<file path="config.mk">
export PLATFORM = sky130hd
export DESIGN_NAME = mem_fill_ctrl
export DESIGN_NICKNAME = d
export VERILOG_FILES = /design/src/rtl/mem_fill_pkg.sv /design/src/rtl/fill_word_ctr.sv /design/src/rtl/mem_fill_ctrl.sv
export SDC_FILE = /design/constraint.sdc
export NUM_CORES = 1
export LEC_CHECK = 0
export ABC_AREA = 1
export CAP_MARGIN = 20
export CORE_MARGIN = 2
export CORE_UTILIZATION = 28
export CTS_CLUSTER_SIZE = 24
export DETAILED_ROUTE_END_ITERATION = 8
export PLACE_DENSITY = 0.71
export SLEW_MARGIN = 20
export SYNTH_ARGS = -nofsm -noshare
export SYNTH_HDL_FRONTEND = slang
export SYNTH_HIERARCHICAL = 1
export SYNTH_SLANG_ARGS = --single-unit
</file>
<file path="constraint.sdc">
create_clock -name clk -period 1.68 [get_ports clk]
set_input_delay 0.336 -clock clk [delete_from_list [all_inputs] [get_ports clk]]
set_output_delay 0.336 -clock clk [all_outputs]
set_load 0.1 [all_outputs]
</file>
<file path="src/rtl/mem_fill_pkg.sv">
// Shared constants and types for the cache-block fill controller.
package mem_fill_pkg;

    localparam int unsigned WORDS_PER_BLK = 8;
    localparam int unsigned DEF_MEM_LAT   = 4;
    localparam int unsigned WORD_IDX_W    = 3;

    typedef enum logic [1:0] {
        ST_IDLE = 2'd0,
        ST_FILL = 2'd1,
        ST_META = 2'd2
    } fill_state_e;

endpackage

</file>
<file path="src/rtl/fill_word_ctr.sv">
// Loadable word-index counter wrapping modulo WORDS; tc flags the last index of a block
// relative to the loaded start value.
module fill_word_ctr
    import mem_fill_pkg::*;
#(
    parameter int unsigned WORDS = WORDS_PER_BLK
) (
    input  logic                  clk,
    input  logic                  rst,
    input  logic                  load,
    input  logic [WORD_IDX_W-1:0] load_val,
    input  logic                  inc,
    output logic [WORD_IDX_W-1:0] count,
    output logic                  tc
);

    localparam logic [WORD_IDX_W-1:0] TOP = WORD_IDX_W'(WORDS - 1);

    logic [WORD_IDX_W-1:0] last;

    always_ff @(posedge clk) begin
        if (rst) begin
            count <= '0;
            last  <= '0;
        end else if (load) begin
            count <= load_val;
            // The final index of the block is the one just before the start, modulo WORDS.
            last  <= (load_val == '0) ? TOP : load_val - 1'b1;
        end else if (inc) begin
            count <= (count == TOP) ? '0 : count + 1'b1;
        end
    end

    assign tc = (count == last);

endmodule

</file>
<file path="src/rtl/mem_fill_ctrl.sv">
// Cache-block fill controller: arbitrates I/D misses (D first), streams WORDS memory reads,
// writes returned data then metadata. Optional macro FILL_CRITICAL_WORD_FIRST_EN starts at the missed word.
module mem_fill_ctrl
    import mem_fill_pkg::*;
#(
    parameter int unsigned MEM_LAT = DEF_MEM_LAT,
    parameter int unsigned WORDS   = WORDS_PER_BLK
) (
    input  logic        clk,
    input  logic        rst,
    input  logic        i_miss,
    input  logic        d_miss,
    input  logic [15:0] i_miss_addr,
    input  logic [15:0] d_miss_addr,
    output logic        mem_en,
    output logic [15:0] mem_addr,
    input  logic        mem_rd_vld,
    input  logic [15:0] mem_rd_data,
    output logic [15:0] fill_addr,
    output logic [15:0] fill_data,
    output logic        i_data_we,
    output logic        i_meta_we,
    output logic        d_data_we,
    output logic        d_meta_we,
    output logic        busy,
    output logic        grant_d
);

    localparam logic [1:0] IDLE = ST_IDLE;
    localparam logic [1:0] FILL = ST_FILL;
    localparam logic [1:0] META = ST_META;

    // Returns are tracked by mem_rd_vld, so the latency value only documents the memory.
    localparam int unsigned MEM_LAT_UNUSED = MEM_LAT;

    logic [1:0]            state;
    logic [11:0]           base;
    logic                  own_d;
    logic                  issue_done;
    logic                  req;
    logic                  grant;
    logic                  in_fill;
    logic                  in_meta;
    logic                  ret_vld;
    logic [15:0]           sel_addr;
    logic [WORD_IDX_W-1:0] start_idx;
    logic [WORD_IDX_W-1:0] issue_idx;
    logic [WORD_IDX_W-1:0] ret_idx;
    logic                  issue_tc;
    logic                  ret_tc;
    logic                  addr_lsb_unused;

    assign req      = d_miss | i_miss;
    assign sel_addr = d_miss ? d_miss_addr : i_miss_addr;
    assign grant    = (state == IDLE) && req;
    assign in_fill  = (state == FILL);
    assign in_meta  = (state == META);
    assign ret_vld  = in_fill && mem_rd_vld;
    assign addr_lsb_unused = ^sel_addr[3:0];

`ifdef FILL_CRITICAL_WORD_FIRST_EN
    assign start_idx = sel_addr[3:1];
`else
    assign start_idx = '0;
`endif

    always_ff @(posedge clk) begin
        if (rst) begin
            state      <= IDLE;
            base       <= '0;
            own_d      <= 1'b0;
            issue_done <= 1'b0;
        end else begin
            case (state)
                IDLE: begin
                    if (req) begin
                        state      <= FILL;
                        base       <= sel_addr[15:4];
                        own_d      <= d_miss;
                        issue_done <= 1'b0;
                    end
                end
                FILL: begin
                    if (mem_en && issue_tc)
                        issue_done <= 1'b1;
                    if (ret_vld && ret_tc)
                        state <= META;
                end
                META:    state <= IDLE;
                default: state <= IDLE;
            endcase
        end
    end

    fill_word_ctr #(.WORDS(WORDS)) u_issue_ctr (
        .clk      (clk),
        .rst      (rst),
        .load     (grant),
        .load_val (start_idx),
        .inc      (mem_en),
        .count    (issue_idx),
        .tc       (issue_tc)
    );

    fill_word_ctr #(.WORDS(WORDS)) u_ret_ctr (
        .clk      (clk),
        .rst      (rst),
        .load     (grant),
        .load_val (start_idx),
        .inc      (ret_vld),
        .count    (ret_idx),
        .tc       (ret_tc)
    );

    assign mem_en    = in_fill && !issue_done;
    assign mem_addr  = mem_en ? {base, issue_idx, 1'b0} : '0;
    assign busy      = in_fill || in_meta;
    assign grant_d   = busy && own_d;

    assign i_data_we = ret_vld && !own_d;
    assign d_data_we = ret_vld && own_d;
    assign i_meta_we = in_meta && !own_d;
    assign d_meta_we = in_meta && own_d;

    assign fill_data = ret_vld ? mem_rd_data : '0;
    assign fill_addr = ret_vld ? {base, ret_idx, 1'b0} :
                       in_meta ? {base, 4'b0000}     : '0;

endmodule

</file>
==> impl_metrics.json, run 1 <==
{
  "finalSetupViolCount": 51,
  "ys_ff_latch": 28,
  "required_ns": 1.34,
  "power_w": 0.00757,
  "synth-edff-count": 0,
  "track_usage_pct": 15.4,
  "cts_root_buf": "clkbuf_8",
  "synthArstFlopShare_pct": 0,
  "synth_largest_area_cell": "dfxtp_1",
  "dieWidth_um": 88.5,
  "grt_pass1_wl_mm": 9.62,
  "synthCells": 334,
  "min_period_over_period_pct": 112,
  "drcViolationCount": 0,
  "fp.dieArea_sq_um": 7830,
  "synthTopCellsByCount": "nor2_1, inv_1, nand2_1",
  "status": "finished with violations",
  "utilization_pct": 64.4,
  "ant_nets": 0,
  "fin_skew_ns": 0.00927,
  "synth.top_cell.area_share_pct": 28.0,
  "worst-path-max-fanout": 8,
  "cts_tree": "yes",
  "critPathSlowestCell": "dfxtp_2",
  "arrival_ns": 1.54,
  "gp_congestion": 0.818,
  "hold_violations": 0,
  "avgSynthCellArea_sq_um": 5.99,
  "cts_buffers": 3,
  "portBuffers": 97,
  "syn_area_sq_um": 2000,
  "violations": "setup timing",
  "clkTransAtPathRegs_ns": 0.10,
  "vias_per_cell": 4.28,
  "path_cells": "inv_2, ha_4, inv_4, nor2_4, buf_12, inv_12, nor2_4, buf_12",
  "fin_nets": 534,
  "cp_top_family": "buffers and inverters",
  "power_frac_clock_pct": 4.9,
  "ys_types": 22,
  "netSwitchingFraction_pct": 55.1,
  "postCtsHoldBufs": 0,
  "clock-sinks": 28,
  "power_density_nw_per_um2": 1710,
  "max_stage_delay_ns": 0.34,
  "layout_setup_ws_ns": -0.197,
  "vias": 2412,
  "slew_violations": 0,
  "dp_hpwl_mm": 5.09,
  "grt_max_degree": 27,
  "final_layout_size_suffix_gt1_share_pct": 34.9,
  "period_minus_slack_ns": 1.88,
  "wire_per_inst_um": 11.9,
  "initial_core_util_pct": 29.1,
  "hold_ws_ns": 0.494,
  "clk_latency_ns": 0.28,
  "end_kind": "output pin",
  "synth.most_common_cell": "nor2_1",
  "p_switching_w": 0.00417,
  "synth_area_leaders": "dfxtp_1, nor2_1, inv_1, nand2_1, ha_1",
  "wirelength_mm": 6.72,
  "crit_type": "flop to output pin",
  "grt_pass1_vias": 2226,
  "grt_setup_unrepaired": "yes",
  "overflow": 0,
  "pwr-share-seq_pct": 15.0,
  "ios": 108,
  "hold_class": "flop to flop",
  "synth_seq_area_share_pct": 28.0,
  "grt_antenna_before_repair": 0,
  "dp_slack_ns": -0.200,
  "antenna_cells": 0,
  "p_leak_nw": 1.93,
  "cp_num_buf_inv": 5,
  "p_comb_share_pct": 80.2,
  "synth-warning-count": 6,
  "clk_path_buf_depth": 2,
  "start_kind": "flop",
  "ys.flop_type": "dfxtp_1",
  "peakVddDrop_mv": 0.619,
  "die_y_um": 88.5,
  "max_freq_mhz": 533,
  "syn2layout_area_growth_pct": 121,
  "cap_violations": 0,
  "fp.coreArea_sq_um": 6870,
  "first_pass_iters": 4,
  "fp-row-count": 30,
  "internal-power_w": 0.00340,
  "drt_iter0_markers": 84,
  "htreeDepth": 1
}
==> sequential cells by signal, indices dropped and copies added (netlist names) <==
register	cells
u_issue_ctr/count	3
own_d	1
u_ret_ctr/last	3
u_ret_ctr/count	3
issue_done	1
base	12
u_issue_ctr/last	3
state	2
==> cell type report <==
| class | count | area (sq um) |
|---|---|---|
| fill | 538 | 2450 |
| timing repair buffer | 130 | 1860 |
| multi-input combinational | 231 | 1530 |
| sequential | 28 | 566 |
| inverter | 74 | 300 |
| tap | 96 | 120 |
| clock buffer | 3 | 41.3 |
| timing repair inverter | 1 | 11.3 |
==> timing repair <==
item,4_1_cts,5_1_grt
cloned,1,1
buffers inserted,2,7
resized for setup,14,15
pin swaps,5,9
endpoints found under the setup margin,51,53
==> tightest hold or removal path, cell delays in order, from the launching register on <==
cell     delay [ns]
dfxtp_1        0.32
nor2_1         0.09
nor2_1         0.05
==> path summary, 6_finish.rpt <==
kind              slack [ns]            endpoint  depth (start not counted)  startpoint
setup / recovery       -0.20        mem_addr[15]                          8    state[1]
hold / removal          0.49             base[5]                          2     base[5]
setup reg to reg        0.10  u_ret_ctr/count[1]                         10    state[1]
hold reg to reg         0.49             base[5]                          2     base[5]
==> per-layer routing <==
metal / up-vias / track usage (%) / wire (um)
met5: - / 0 / 0
li1: 1233 / - / -
met4: 0 / 3.99 / 121
met3: 10 / 2.71 / 401
met1: 1090 / 17.0 / 2490
met2: 79 / 30.0 / 3710
==> layout by cell type (no fill, tap or decap) <==
master	n
a21oi_1	9
o21ai_1	8
clkdlybuf4s50_1	43
dlygate4sd2_1	1
nand2_4	2
inv_8	1
nor2_2	1
buf_12	57
nand2_1	50
inv_1	65
dfxtp_2	1
dfxtp_4	1
o21ai_0	22
xnor2_1	4
nor2_4	53
inv_4	4
buf_16	1
o21ai_4	1
nor2_1	45
inv_2	4
clkbuf_8	3
nand3_1	6
ha_4	3
xor2_1	2
buf_8	2
conb_1	14
buf_6	6
ha_1	9
buf_4	20
inv_12	1
nand2_2	2
dfxtp_1	26
==> through the flow <==
stage / TNS (ns) / cells / instance area [sq um]
CTS: -7.92 / 555 / 4300
detailed placement: -6.04 / 549 / 4170
finish: -7.90 / 563 / 4420
floorplan: -13.61 / 347 / 2480
global route: -10.48 / 563 / 4420
global placement: -4.75 / 549 / 4170
==> power groups by stage <==
stage / clock network, W / logic, W / registers (W)
6_report: 0.000370 / 0.00607 / 0.00113
5_1_grt: 0.000394 / 0.00637 / 0.00116
4_1_cts: 0.000372 / 0.00573 / 0.00112
3_5_place_dp: 0 / 0.00550 / 0.00113
3_3_place_gp: 0 / 0.00541 / 0.00112
2_1_floorplan: 0 / 0.00383 / 0.00107
==> cell families (layout without fill, tap and decap cells) <==
kind of cell | after synthesis | in the layout | share of synthesized area, %
and+or+nand+nor | 159 | 159 | 31.5
buffers and inverters | 88 | 208 | 19.6
AOI/OAI and AO/OA | 40 | 40 | 10.6
DFF | 28 | 28 | 28.0
adders and majority gates | 12 | 12 | 7.51
xor gates and xnor gates | 6 | 6 | 2.63
other | 1 | 14 | 0.188
(Power assumes the default switching activity.)
==> inputs of run 2 (changes only) <==
--- a/config.mk
+++ b/config.mk
@@ -8,10 +8,11 @@
 export ABC_AREA = 1
 export CAP_MARGIN = 20
 export CORE_MARGIN = 2
-export CORE_UTILIZATION = 28
+export CORE_UTILIZATION = 26
 export CTS_CLUSTER_SIZE = 24
 export DETAILED_ROUTE_END_ITERATION = 8
-export PLACE_DENSITY = 0.71
+export PLACE_DENSITY = 0.67
+export SKIP_CTS_REPAIR_TIMING = 1
 export SLEW_MARGIN = 20
 export SYNTH_ARGS = -nofsm -noshare
 export SYNTH_HDL_FRONTEND = slang
==> impl_metrics.json, run 2 (synthesis results as in run 1) <==
{
  "reg2reg_to": "u_ret_ctr/count[0]",
  "power_density_nw_per_um2": 1640,
  "dieWidth_um": 91.7,
  "overflow": 0,
  "cp_num_buf_inv": 4,
  "htreeDepth": 1,
  "p_leak_nw": 1.82,
  "p_switching_w": 0.00391,
  "drt_iter0_markers": 65,
  "min_to": "base[9]",
  "grt_antenna_before_repair": 0,
  "netSwitchingFraction_pct": 56.5,
  "clkTransAtPathRegs_ns": 0.09,
  "dp_slack_ns": -0.182,
  "violations": "setup timing",
  "top_register": "base",
  "die_y_um": 91.7,
  "power_frac_clock_pct": 5.0,
  "clk_path_buf_depth": 2,
  "period_minus_slack_ns": 1.87,
  "tns_ns": -7.18,
  "max_stage_delay_ns": 0.33,
  "vias_per_cell": 4.13,
  "first_pass_iters": 4,
  "cts_buffers": 3,
  "internal-power_w": 0.00301,
  "fp-row-count": 31,
  "wirelength_mm": 5.85,
  "grt_setup_unrepaired": "yes",
  "arrival_ns": 1.54,
  "end_kind": "output pin",
  "peakVddDrop_mv": 1.10,
  "drcViolationCount": 0,
  "hold_start": "base[9]",
  "required_ns": 1.34,
  "r2r_start": "state[1]",
  "fp.dieArea_sq_um": 8410,
  "start_kind": "flop",
  "final_cells": 548,
  "placed_cells": 544,
  "grt_pass1_wl_mm": 9.59,
  "fin_skew_ns": 0.00170,
  "hold_class": "flop to flop",
  "rrSetupSlack_ns": 0.21,
  "path_cells": "inv_2, ha_4, inv_4, nor2_4, inv_8, nor2_4, buf_12",
  "layout_setup_ws_ns": -0.191,
  "vias": 2261,
  "fp.coreArea_sq_um": 7330,
  "dp_hpwl_mm": 4.99,
  "initial_core_util_pct": 27.3,
  "final_layout_size_suffix_gt1_share_pct": 31.4,
  "antenna_cells": 0,
  "track_usage_pct": 13.8,
  "worst-path-max-fanout": 15,
  "cp_top_family": "buffers and inverters",
  "p_comb_share_pct": 78.9,
  "clock-sinks": 28,
  "min_delay_path_depth": 2,
  "ios": 108,
  "reg2regPathDepth": 10,
  "gp_congestion": 0.844,
  "cpMostUsedCell": "nor2_4",
  "ant_nets": 0,
  "fin_nets": 516,
  "wire_per_inst_um": 10.7,
  "slew_violations": 0,
  "clk_latency_ns": 0.26,
  "portBuffers": 97,
  "hold_violations": 0,
  "max_freq_mhz": 534,
  "grt_pass1_vias": 2083,
  "critPathLaunch": "state[1]",
  "cts_root_buf": "clkbuf_8",
  "grt_max_degree": 25,
  "syn2layout_area_growth_pct": 110,
  "status": "finished with violations",
  "cap_violations": 0,
  "path_depth": 7,
  "finalSetupViolCount": 51,
  "pwr-share-seq_pct": 16.1,
  "min_period_over_period_pct": 111,
  "largest_reg_flops": 12,
  "final_cell_mix": "inv_1, buf_12, nor2_4",
  "cts_tree": "yes",
  "critPathSlowestCell": "dfxtp_2",
  "crit_type": "flop to output pin",
  "final_common_cell": "inv_1"
}
[run 2: cell types whose count changed in the layout (fill, tap and decap cells not counted), sizes merged]
cell / change
buf: -18
clkbuf: +1
dlygate4sd2: -1
dlymetal6s2s: +1
inv: -1
[run 2: through the flow]
stage | hold WS, ns | total power (W) | util [%] | cell area [sq um]
floorplan | 0.398 | 0.00490 | - | 2480
global placement | 0.462 | 0.00642 | 56.1 | 4110
detailed placement | 0.479 | 0.00650 | 56.1 | 4110
CTS | 0.498 | 0.00686 | 56.6 | 4150
global route | 0.517 | 0.00731 | 57.3 | 4200
finish | 0.495 | 0.00691 | 57.3 | 4200
[run 2: worst register-to-register path, stage by stage, from the launching register on]
cell	delay [ns]
dfxtp_2	0.33
inv_2	0.07
buf_4	0.12
ha_1	0.22
o21ai_4	0.09
inv_4	0.20
inv_2	0.09
nand2_2	0.07
nor2_1	0.04
nor2_1	0.10
nor2_1	0.05
[run 2: metal layers]
layer	GRT usage, %	routed length, um	vias to the layer above
li1	-	-	1195
met1	16.8	2500	987
met2	25.2	2930	75
met3	2.47	368	4
met4	2.99	49	0
met5	0	0	-
[run 2: power by group through the flow]
stage / logic, W / clock network, W / registers [W]
2_1_floorplan: 0.00383 / 0 / 0.00107
3_3_place_gp: 0.00529 / 0 / 0.00112
3_5_place_dp: 0.00537 / 0 / 0.00113
4_1_cts: 0.00538 / 0.000363 / 0.00112
5_1_grt: 0.00576 / 0.000394 / 0.00115
6_report: 0.00545 / 0.000348 / 0.00111
[run 2: how the worst max path moves through the flow]
| stage | to | slack [ns] |
|---|---|---|
| global placement | d_data_we | -0.18 |
| CTS | fill_addr[10] | -0.23 |
| floorplan | mem_addr[10] | -0.69 |
| global route | mem_addr[10] | -0.25 |
| finish | mem_addr[10] | -0.19 |
| detailed placement | d_data_we | -0.18 |
[run 2: layout make-up]
class | instances | area [sq um]
Tap cell | 99 | 124
Timing Repair Buffer | 113 | 1690
Inverter | 74 | 290
Fill cell | 647 | 3130
Clock buffer | 3 | 41.3
Multi-Input combinational cell | 231 | 1500
Sequential cell | 28 | 563
